**src/rtl/rv32_mem_pkg.sv**
```systemverilog
// rv32_mem_pkg: load/store size codes, FSM states and the request
// legality rule shared by the memory response unit.
package rv32_mem_pkg;

  localparam logic [2:0] F3_B  = 3'b000;
  localparam logic [2:0] F3_H  = 3'b001;
  localparam logic [2:0] F3_W  = 3'b010;
  localparam logic [2:0] F3_BU = 3'b100;
  localparam logic [2:0] F3_HU = 3'b101;

  localparam logic [1:0] SZ_B = 2'b00;
  localparam logic [1:0] SZ_H = 2'b01;

  typedef enum logic [1:0] {
    IDLE,
    ACCESS,
    DONE
  } memState_t;

  function automatic logic reqLegal(
    input logic       rd,
    input logic       wr,
    input logic [2:0] f3,
    input logic [1:0] lo
  );
    logic sizeOk;
    logic alignOk;
    if (wr)
      sizeOk = f3 inside {F3_B, F3_H, F3_W};
    else
      sizeOk = f3 inside {F3_B, F3_H, F3_W, F3_BU, F3_HU};
    if (f3 == F3_W)
      alignOk = (lo == 2'b00);
    else if (f3 == F3_H || f3 == F3_HU)
      alignOk = ~lo[0];
    else
      alignOk = 1'b1;
    return (rd ^ wr) & sizeOk & alignOk;
  endfunction

endpackage

```
**src/rtl/mem_resp_unit_if.sv**
```systemverilog
// mem_resp_unit_if: SRAM-side bus of the memory response unit.
// master = the unit, slave = the SRAM.
interface mem_resp_unit_if #(
  parameter int ADDR_W = 12
) ();
  logic              sram_req_out;
  logic              sram_we_out;
  logic [ADDR_W-1:0] sram_addr_out;
  logic [3:0]        sram_be_out;
  logic [31:0]       sram_wdata_out;
  logic [31:0]       sram_rdata_in;
  logic              sram_ack_in;

  modport master (
    output sram_req_out,
    output sram_we_out,
    output sram_addr_out,
    output sram_be_out,
    output sram_wdata_out,
    input  sram_rdata_in,
    input  sram_ack_in
  );

  modport slave (
    input  sram_req_out,
    input  sram_we_out,
    input  sram_addr_out,
    input  sram_be_out,
    input  sram_wdata_out,
    output sram_rdata_in,
    output sram_ack_in
  );
endinterface

```
**src/rtl/mem_lane_align.sv**
```systemverilog
// mem_lane_align: byte enables and store replication for a new
// request, lane extraction and extension for the load in flight.
module mem_lane_align
  import rv32_mem_pkg::*;
(
  input  logic [1:0]  reqSize,
  input  logic [1:0]  reqAddrLo,
  input  logic [31:0] wData,
  output logic [3:0]  be,
  output logic [31:0] wDataRep,
  input  logic [2:0]  rspFunct3,
  input  logic [1:0]  rspAddrLo,
  input  logic [31:0] rData,
  output logic [31:0] rDataExt
);
  logic [7:0]  byteLane;
  logic [15:0] halfLane;
  logic        sgn;

  assign byteLane = rData[{rspAddrLo, 3'b000} +: 8];
  assign halfLane = rspAddrLo[1] ? rData[31:16] : rData[15:0];
  assign sgn      = ~rspFunct3[2];

  always_comb begin
    be       = 4'b1111;
    wDataRep = wData;
    unique case (1'b1)
      (reqSize == SZ_B): begin
        be       = 4'b0001 << reqAddrLo;
        wDataRep = {4{wData[7:0]}};
      end
      (reqSize == SZ_H): begin
        be       = reqAddrLo[1] ? 4'b1100 : 4'b0011;
        wDataRep = {2{wData[15:0]}};
      end
      default: ;
    endcase
  end

  always_comb begin
    rDataExt = rData;
    unique case (1'b1)
      (rspFunct3[1:0] == SZ_B):
        rDataExt = {{24{sgn & byteLane[7]}}, byteLane};
      (rspFunct3[1:0] == SZ_H):
        rDataExt = {{16{sgn & halfLane[15]}}, halfLane};
      default: ;
    endcase
  end

endmodule

```
**src/rtl/mem_resp_unit.sv**
```systemverilog
// mem_resp_unit: load/store sequencer between the pipeline and a
// single-port SRAM with variable ack latency and a timeout.
module mem_resp_unit
  import rv32_mem_pkg::*;
#(
  parameter int ADDR_W  = 12,
  parameter int TIMEOUT = 15
) (
  input  logic            clk_in,
  input  logic            rst_n_in,
  input  logic            MemRead_in,
  input  logic            MemWrite_in,
  input  logic [2:0]      Funct3_in,
  input  logic [31:0]     Addr_in,
  input  logic [31:0]     WData_in,
  output logic [31:0]     RData_out,
  output logic            Stall_out,
  output logic            Done_out,
  output logic            Err_out,
  mem_resp_unit_if.master sram
);
  localparam int CNT_W = $clog2(TIMEOUT + 1);

  memState_t        state;
  logic [CNT_W-1:0] tmoCnt;
  logic [2:0]       funct3Q;
  logic [1:0]       addrLoQ;
  logic             legal;
  logic             anyReq;
  logic [3:0]       beReq;
  logic [31:0]      wDataRep;
  logic [31:0]      rDataExt;
  logic             unusedAddr;

  assign legal = reqLegal(MemRead_in, MemWrite_in,
                          Funct3_in, Addr_in[1:0]);
  assign anyReq     = MemRead_in | MemWrite_in;
  assign unusedAddr = ^Addr_in[31:ADDR_W];

  // Gated by reset so a held request cannot stall during reset.
  assign Stall_out = rst_n_in &
                     (((state == IDLE) & legal) |
                      (state == ACCESS));

  mem_lane_align u_align (
    .reqSize   (Funct3_in[1:0]),
    .reqAddrLo (Addr_in[1:0]),
    .wData     (WData_in),
    .be        (beReq),
    .wDataRep  (wDataRep),
    .rspFunct3 (funct3Q),
    .rspAddrLo (addrLoQ),
    .rData     (sram.sram_rdata_in),
    .rDataExt  (rDataExt)
  );

  always_ff @(posedge clk_in or negedge rst_n_in) begin
    if (!rst_n_in) begin
      state               <= IDLE;
      tmoCnt              <= '0;
      funct3Q             <= '0;
      addrLoQ             <= '0;
      RData_out           <= '0;
      Done_out            <= 1'b0;
      Err_out             <= 1'b0;
      sram.sram_req_out   <= 1'b0;
      sram.sram_we_out    <= 1'b0;
      sram.sram_addr_out  <= '0;
      sram.sram_be_out    <= '0;
      sram.sram_wdata_out <= '0;
    end else begin
      Done_out <= 1'b0;
      Err_out  <= 1'b0;
      unique case (state)
        IDLE: begin
          if (legal) begin
            state               <= ACCESS;
            tmoCnt              <= '0;
            funct3Q             <= Funct3_in;
            addrLoQ             <= Addr_in[1:0];
            sram.sram_req_out   <= 1'b1;
            sram.sram_we_out    <= MemWrite_in;
            sram.sram_addr_out  <= {Addr_in[ADDR_W-1:2], 2'b00};
            sram.sram_be_out    <= beReq;
            sram.sram_wdata_out <= wDataRep;
          end else if (anyReq) begin
            Err_out <= 1'b1;
          end
        end
        ACCESS: begin
          // Ack is tested first so it wins over a same-cycle timeout.
          if (sram.sram_ack_in) begin
            if (!sram.sram_we_out)
              RData_out <= rDataExt;
            Done_out          <= 1'b1;
            sram.sram_req_out <= 1'b0;
            sram.sram_we_out  <= 1'b0;
            state             <= DONE;
          end else if (tmoCnt == CNT_W'(TIMEOUT - 1)) begin
            Err_out           <= 1'b1;
            sram.sram_req_out <= 1'b0;
            sram.sram_we_out  <= 1'b0;
            state             <= DONE;
          end else begin
            tmoCnt <= tmoCnt + CNT_W'(1);
          end
        end
        DONE:    state <= IDLE;
        default: state <= IDLE;
      endcase
    end
  end

endmodule

```
**src/flat_wrapper.sv**
```systemverilog
// flat-port wrapper written by rule: the top's interface ports become plain ports
module mem_resp_unit_flat import rv32_mem_pkg::*;
#(
  parameter int ADDR_W  = 12,
  parameter int TIMEOUT = 15
)
  (clk_in, rst_n_in, MemRead_in, MemWrite_in, Funct3_in, Addr_in, WData_in, RData_out, Stall_out, Done_out, Err_out, sram_sram_req_out, sram_sram_we_out, sram_sram_addr_out, sram_sram_be_out, sram_sram_wdata_out, sram_sram_rdata_in, sram_sram_ack_in);
  mem_resp_unit_if #(.ADDR_W(ADDR_W)) sram_i ();
  input  logic clk_in;
  input  logic rst_n_in;
  input  logic MemRead_in;
  input  logic MemWrite_in;
  input  logic [2:0] Funct3_in;
  input  logic [31:0] Addr_in;
  input  logic [31:0] WData_in;
  output logic [31:0] RData_out;
  output logic Stall_out;
  output logic Done_out;
  output logic Err_out;
  output wire logic [$bits(sram_i.sram_req_out)-1:0] sram_sram_req_out;
  output wire logic [$bits(sram_i.sram_we_out)-1:0] sram_sram_we_out;
  output wire logic [$bits(sram_i.sram_addr_out)-1:0] sram_sram_addr_out;
  output wire logic [$bits(sram_i.sram_be_out)-1:0] sram_sram_be_out;
  output wire logic [$bits(sram_i.sram_wdata_out)-1:0] sram_sram_wdata_out;
  input wire logic [$bits(sram_i.sram_rdata_in)-1:0] sram_sram_rdata_in;
  input wire logic [$bits(sram_i.sram_ack_in)-1:0] sram_sram_ack_in;
  assign sram_sram_req_out = sram_i.sram_req_out;
  assign sram_sram_we_out = sram_i.sram_we_out;
  assign sram_sram_addr_out = sram_i.sram_addr_out;
  assign sram_sram_be_out = sram_i.sram_be_out;
  assign sram_sram_wdata_out = sram_i.sram_wdata_out;
  assign sram_i.sram_rdata_in = sram_sram_rdata_in;
  assign sram_i.sram_ack_in = sram_sram_ack_in;
  mem_resp_unit #(.ADDR_W(ADDR_W), .TIMEOUT(TIMEOUT)) u_core (.clk_in(clk_in), .rst_n_in(rst_n_in), .MemRead_in(MemRead_in), .MemWrite_in(MemWrite_in), .Funct3_in(Funct3_in), .Addr_in(Addr_in), .WData_in(WData_in), .RData_out(RData_out), .Stall_out(Stall_out), .Done_out(Done_out), .Err_out(Err_out), .sram(sram_i));
endmodule
```
**config.mk**
```make
export PLATFORM = sky130hd
export DESIGN_NAME = mem_resp_unit_flat
export DESIGN_NICKNAME = d
export VERILOG_FILES = /design/src/rtl/rv32_mem_pkg.sv /design/src/rtl/mem_resp_unit_if.sv /design/src/rtl/mem_lane_align.sv /design/src/rtl/mem_resp_unit.sv /design/src/flat_wrapper.sv
export SDC_FILE = /design/constraint.sdc
export NUM_CORES = 1
export LEC_CHECK = 0
export CAP_MARGIN = 20
export CORE_UTILIZATION = 45
export CTS_CLUSTER_DIAMETER = 40
export DETAILED_ROUTE_END_ITERATION = 10
export PLACE_DENSITY = 0.84
export REMOVE_ABC_BUFFERS = 1
export SLEW_MARGIN = 20
export SYNTH_ARGS = -nofsm -noshare
export SYNTH_HDL_FRONTEND = slang
export SYNTH_HIERARCHICAL = 1
export SYNTH_SLANG_ARGS = --single-unit
```
**constraint.sdc**
```tcl
create_clock -name clk_in -period 4 [get_ports clk_in]
set_input_delay 0.6 -clock clk_in [delete_from_list [all_inputs] [get_ports clk_in]]
set_output_delay 0.6 -clock clk_in [all_outputs]
set_load 0.01 [all_outputs]
```
## Yosys cells after proc, flatten, opt, wreduce, memory -nomap -nowiden

Cells that the tools add are included.

- Add/subtract/negate cells: 1
- Equality and inequality tests: 12
- Shift-type cells: 2
- Multiplexer cells: 29
- Bitwise operators: 12
- Reduce and logical (&&, ||, !) cells: 14

Operator list:

| operator | number |
|---|---|
| one-hot mux 32 bit (2 select lines) | 2 |
| indexed part select 32 x 6 -> 8 bit | 1 |
| two-way mux 16 bit | 1 |
| two-way mux 4 bit | 4 |
| one-hot mux 4 bit (2 select lines) | 2 |
| two-way mux 1 bit | 13 |
| zero test 2 bit | 4 |
| bitwise AND 1 bit | 6 |
| == test 2 x 1 -> 1 bit (second input constant) | 3 |
| == test 3 bit (second input constant) | 2 |
| two-way mux 2 bit | 3 |
| one-hot mux 1 bit (2 select lines) | 3 |
| AND reduction 3 bit | 2 |
| nonzero test 5 bit | 1 |
| adder 4 x 1 -> 4 bit (second input constant) | 1 |
| == test 4 bit (second input constant) | 1 |
| != test 2 bit (second input constant) | 2 |
| one-hot mux 2 bit (2 select lines) | 1 |
| AND reduction 2 bit | 2 |
| AND reduction 4 bit | 1 |
| left shift 1 x 2 -> 4 bit (first input constant) | 1 |
| == test 3 x 1 -> 1 bit (second input constant) | 1 |
| == test 3 x 2 -> 1 bit (second input constant) | 1 |
| zero test 3 bit | 1 |
| other kinds (8) | 11 |

- Bits in registers: 93
- Bits of input ports: 104
- Output and inout port bits: 85
- Logic and storage cells: 82

## Longest topological paths before layout

- Depth in word-level cells: 8
- Gate-level depth with buffers: 7

## Modules after synthesis

Netlist, hierarchy kept.

Modules (own cells, without submodules):

| module | times used | cells each | area each (sq um) | sequential area each (sq um) |
|---|---|---|---|---|
| mem_resp_unit | 1 | 229 | 3809.9 | 2327.2 |
| mem_lane_align | 1 | 181 | 1157.4 | 0.0 |

## Worst setup path after synthesis

Ideal clock, no wire load.

- Kind: input to output
- From: in Funct3_in[2]
- To: out Stall_out
- Data arrival time: 1698 ps
- Data required time: 3400 ps
- Setup slack: 1702 ps
- Stages: 4
- Buffers on the path: 1
- Path through: a221oi_1 -> o211ai_2 -> buf_4 -> a21boi_0

- Cells in the longest elaborated chain, start to end: 8

RTL lines:

| item | line | text |
|---|---|---|
| from (decl) | flat_wrapper.sv:13 | `input logic [2:0] Funct3_in;` |
| == test 3 x 1 -> 1 bit (tied with other cells) | rv32_mem_pkg.sv:29, rv32_mem_pkg.sv:31, rv32_mem_pkg.sv:34 |  |
| nonzero test 5 bit (tied with other cells) | rv32_mem_pkg.sv:31 | `sizeOk = f3 inside {F3_B, F3_H, F3_W, F3_BU, F3_HU};` |
| two-way mux 1 bit (on tied branches) | rv32_mem_pkg.sv:28, rv32_mem_pkg.sv:34 |  |
| bitwise AND 1 bit or two-way mux 1 bit (tied branches) | rv32_mem_pkg.sv:38, rv32_mem_pkg.sv:32 |  |
| bitwise AND 1 bit (*) | rv32_mem_pkg.sv:38 | `return (rd ^ wr) & sizeOk & alignOk;` |
| bitwise AND 1 bit (*) | mem_resp_unit.sv:42 | `(((state == IDLE) & legal) \|` |
| bitwise OR 1 bit (*) | mem_resp_unit.sv:42 |  |
| bitwise AND 1 bit (*) | mem_resp_unit.sv:41 | `assign Stall_out = rst_n_in &` |
| to (decl) | flat_wrapper.sv:17 | `output logic Stall_out;` |

Mark *: on every way between the ends. The rest lies on a longest branch, timed or not.

## Final worst setup path

- From: in Addr_in[1]
- To: out Stall_out

- Cells in the longest elaborated chain, start to end: 6

RTL lines:

| item | line | text |
|---|---|---|
| from (decl) | flat_wrapper.sv:14 | `input logic [31:0] Addr_in;` |
| zero test 2 bit | rv32_mem_pkg.sv:33 | `alignOk = (lo == 2'b00);` |
| two-way mux 1 bit | rv32_mem_pkg.sv:32 | `if (f3 == F3_W)` |
| bitwise AND 1 bit | rv32_mem_pkg.sv:38 |  |
| bitwise AND 1 bit | mem_resp_unit.sv:42 |  |
| bitwise OR 1 bit | mem_resp_unit.sv:42 |  |
| bitwise AND 1 bit | mem_resp_unit.sv:41 |  |

Every way passes these cells.

==> impl_metrics.csv <==
group,metric,value,unit
logic_synthesis,syn_area_per_cell,12.12,um2
logic_synthesis,syn_inst,410,
clocking,cts.reportedPaths.clkPinSlew,90,ps
route,drc,0,
pwr,irDropWorstVdd,0.3044,mV
die,die-width,107.1,um
placed_design,pre_cts_ws,881.0,ps
timing,slew_headroom,0.3223,
placed_design,gp_congestion,0.8958,
flow_run,drv_cap,0,
clocking,cts_buffers,9,
pwr,powerDensity,649.3,nW/um2
logic_synthesis,synth-edff-count,0,
global_route,grt_usage,0.2262,
cells_and_area,final_cell_mix,"clkdlybuf4s50_1 (165), dfrtp_1 (93), nand2_1 (57), mux2_4 (51), mux2_2 (46)",
cells_and_area,stdcell_count,704,
clocking,tritoncts,"done",
logic_synthesis,synth.top_cell.area_share,0.4685,
global_route,grt_pass1_wl,19960,um
clocking,htreeDepth,3,
clocking,clock_latency,360,ps
logic_synthesis,synthTopCellsByArea,"dfrtp_1 (47%), mux2_4 (15%), mux2_2 (10%)",
timing,timing.final.ws_setup,805.3,ps
global_route,antenna_found_initial,0,
cells_and_area,areaGrowthSynthToFinish,38.74,%
clocking,hold_buffers,0,
logic_synthesis,ys_seq_elements,93,
cells_and_area,n_antenna_cell,0,
hold_path,hold_class,"in2async",
cells_and_area,post-route-util,0.6558,
clocking,cts_resized,0,
critical_path,critPathRequiredTime,3400,ps
cells_and_area,drive_gt1_frac,0.2236,
die,rows,37,
logic_synthesis,ys.flop_type,"dfrtp_1",
die,initial_core_util,0.4727,
timing,hold_ws,201.8,ps
route,firstDrtPassIters,5,
route,via_per_inst,5.335,
critical_path,cp_max_fo,5,
die,die_h,107.1,um
clocking,clock_path_buffers,2,
timing,setup_viol,0,
critical_path,endpoint_kind,"output port",
route,vias,3756,
timing,skew,11.93,ps
cells_and_area,fin_area,6892,um2
pwr,p_total,4.475,mW
die,coreArea,10510,um2
timing,hold_viol_final,0,
timing,rsz0062_at_grt,"no",
timing,setup_tns,0,ps
logic_synthesis,yosysTopAreaCell,"dfrtp_1",
timing,finalCriticalPeriod,3195,ps
timing,tightest_slew,1017,ps
global_route,grt_pass1_vias,3932,
critical_path,worstSetupPathType,"in2out",
logic_synthesis,yosysSeqAreaShare,0.4685,
route,finalWirelength,12300,um
placed_design,dp.cells,688,
critical_path,startpoint_type,"input pin",
clocking,cts.sinks,93,
placed_design,io_buffers,166,
placed_design,placed_cell_area,6651,um2
clocking,cts-root-buf,"clkbuf_8",
global_route,grt_max_degree,60,
die,die_area,11460,um2
status,outcome,"finished clean",
cells_and_area,finalNetCount,670,
cells_and_area,layout_commonest_cell,"clkdlybuf4s50_1",
logic_synthesis,async_flop_share,1.000,
timing,max_freq,313.0,MHz
logic_synthesis,synth_warnings,6,
pwr,power_leakage,3.141,nW
placed_design,dp_hpwl,8684,um
critical_path,cp_data_arrival_time,2590,ps
timing,min_period_over_period,0.7987,
route,ant_nets,0,
route,drt_iter0_markers,185,
clocking,postCtsSetupBuffers,0,
logic_synthesis,synth_cell_types,48,
global_route,overflow,0,
timing,drv_slew,0,
die,num_io_pins,189,
logic_synthesis,synth.cell_area,4967,um2
route,wl_per_cell,17.47,um
## metal layers
metal,up-vias,global-route usage,share of wire
li1,1735,-,-
met1,1798,0.2907,0.43
met2,203,0.3567,0.46
met3,20,0.06809,0.096
met4,0,0.09002,0.018
met5,-,0,0
## critical path: stages
cell and delay [ps]:
clkdlybuf4s50_1 500, nor4_1 610, o211ai_4 130, a21boi_0 190
clkdlybuf4s50_1 560
## cell families after synthesis
family | Yosys count | synth area share
AO/OA/AOI/OAI | 59 | 0.08666
buffers and inverters | 38 | 0.04736
adder cells (fa/ha/maj) | 3 | 0.007557
AND/OR/NAND/NOR | 103 | 0.09824
flip-flops | 93 | 0.4685
XOR/XNOR | 2 | 0.003527
other | 1 | 0.0007549
multiplexers | 111 | 0.2874
## power breakdown
| part | switching, mW | internal (mW) |
|---|---|---|
| registers | 0.314 | 1.33 |
| logic | 0.786 | 1.29 |
| clock network | 0.323 | 0.432 |
## flip-flops by register name, indices dropped and copies added (netlist names), 2 cells and up
name	flops
u_core/RData_out	32
u_core/addrLoQ	2
u_core/funct3Q	3
u_core/sram.sram_addr_out	10
u_core/sram.sram_be_out	4
u_core/sram.sram_wdata_out	32
u_core/state	2
u_core/tmoCnt	4
## area by class of cell
cell class	instances	area (um2)
clock buffer	12	145.1
clock inverter	4	95.09
tap	136	170.2
fill	805	3617
multi-input combinational	280	2424
inverter	7	26.28
timing repair buffer	172	1704
sequential	93	2327
## synth_stat cells, drive strengths merged, types with 3 or more instances
master,count
a21o,3
a21oi,12
a221o,6
a2bb2oi,3
and2,3
buf,25
clkbuf,6
dfrtp,93
ha,3
inv,7
mux2,100
mux2i,11
nand2,58
nand2b,6
nand3,7
nor2,12
nor2b,10
o21ai,15
o21bai,5
o22a,3
## path summary, 6_finish.rpt
check | from | endpoint | slack [ps] | cells past startpoint
max reg2reg | u_core/addrLoQ[1]$_DFFE_PN0P_ | u_core/RData_out[23]$_DFFE_PN0P_ | 1840 | 5
min in group clk_in | u_core/RData_out[15]$_DFFE_PN0P_ | u_core/RData_out[15]$_DFFE_PN0P_ | 500 | 1
min reg2reg | u_core/RData_out[15]$_DFFE_PN0P_ | u_core/RData_out[15]$_DFFE_PN0P_ | 500 | 1
max in group asynchronous | rst_n_in | u_core/sram.sram_wdata_out[8]$_DFFE_PN0P_ | 2700 | 2
min | rst_n_in | u_core/RData_out[8]$_DFFE_PN0P_ | 200 | 1
max | Addr_in[1] | Stall_out | 810 | 5
(Power assumes the default switching activity.)
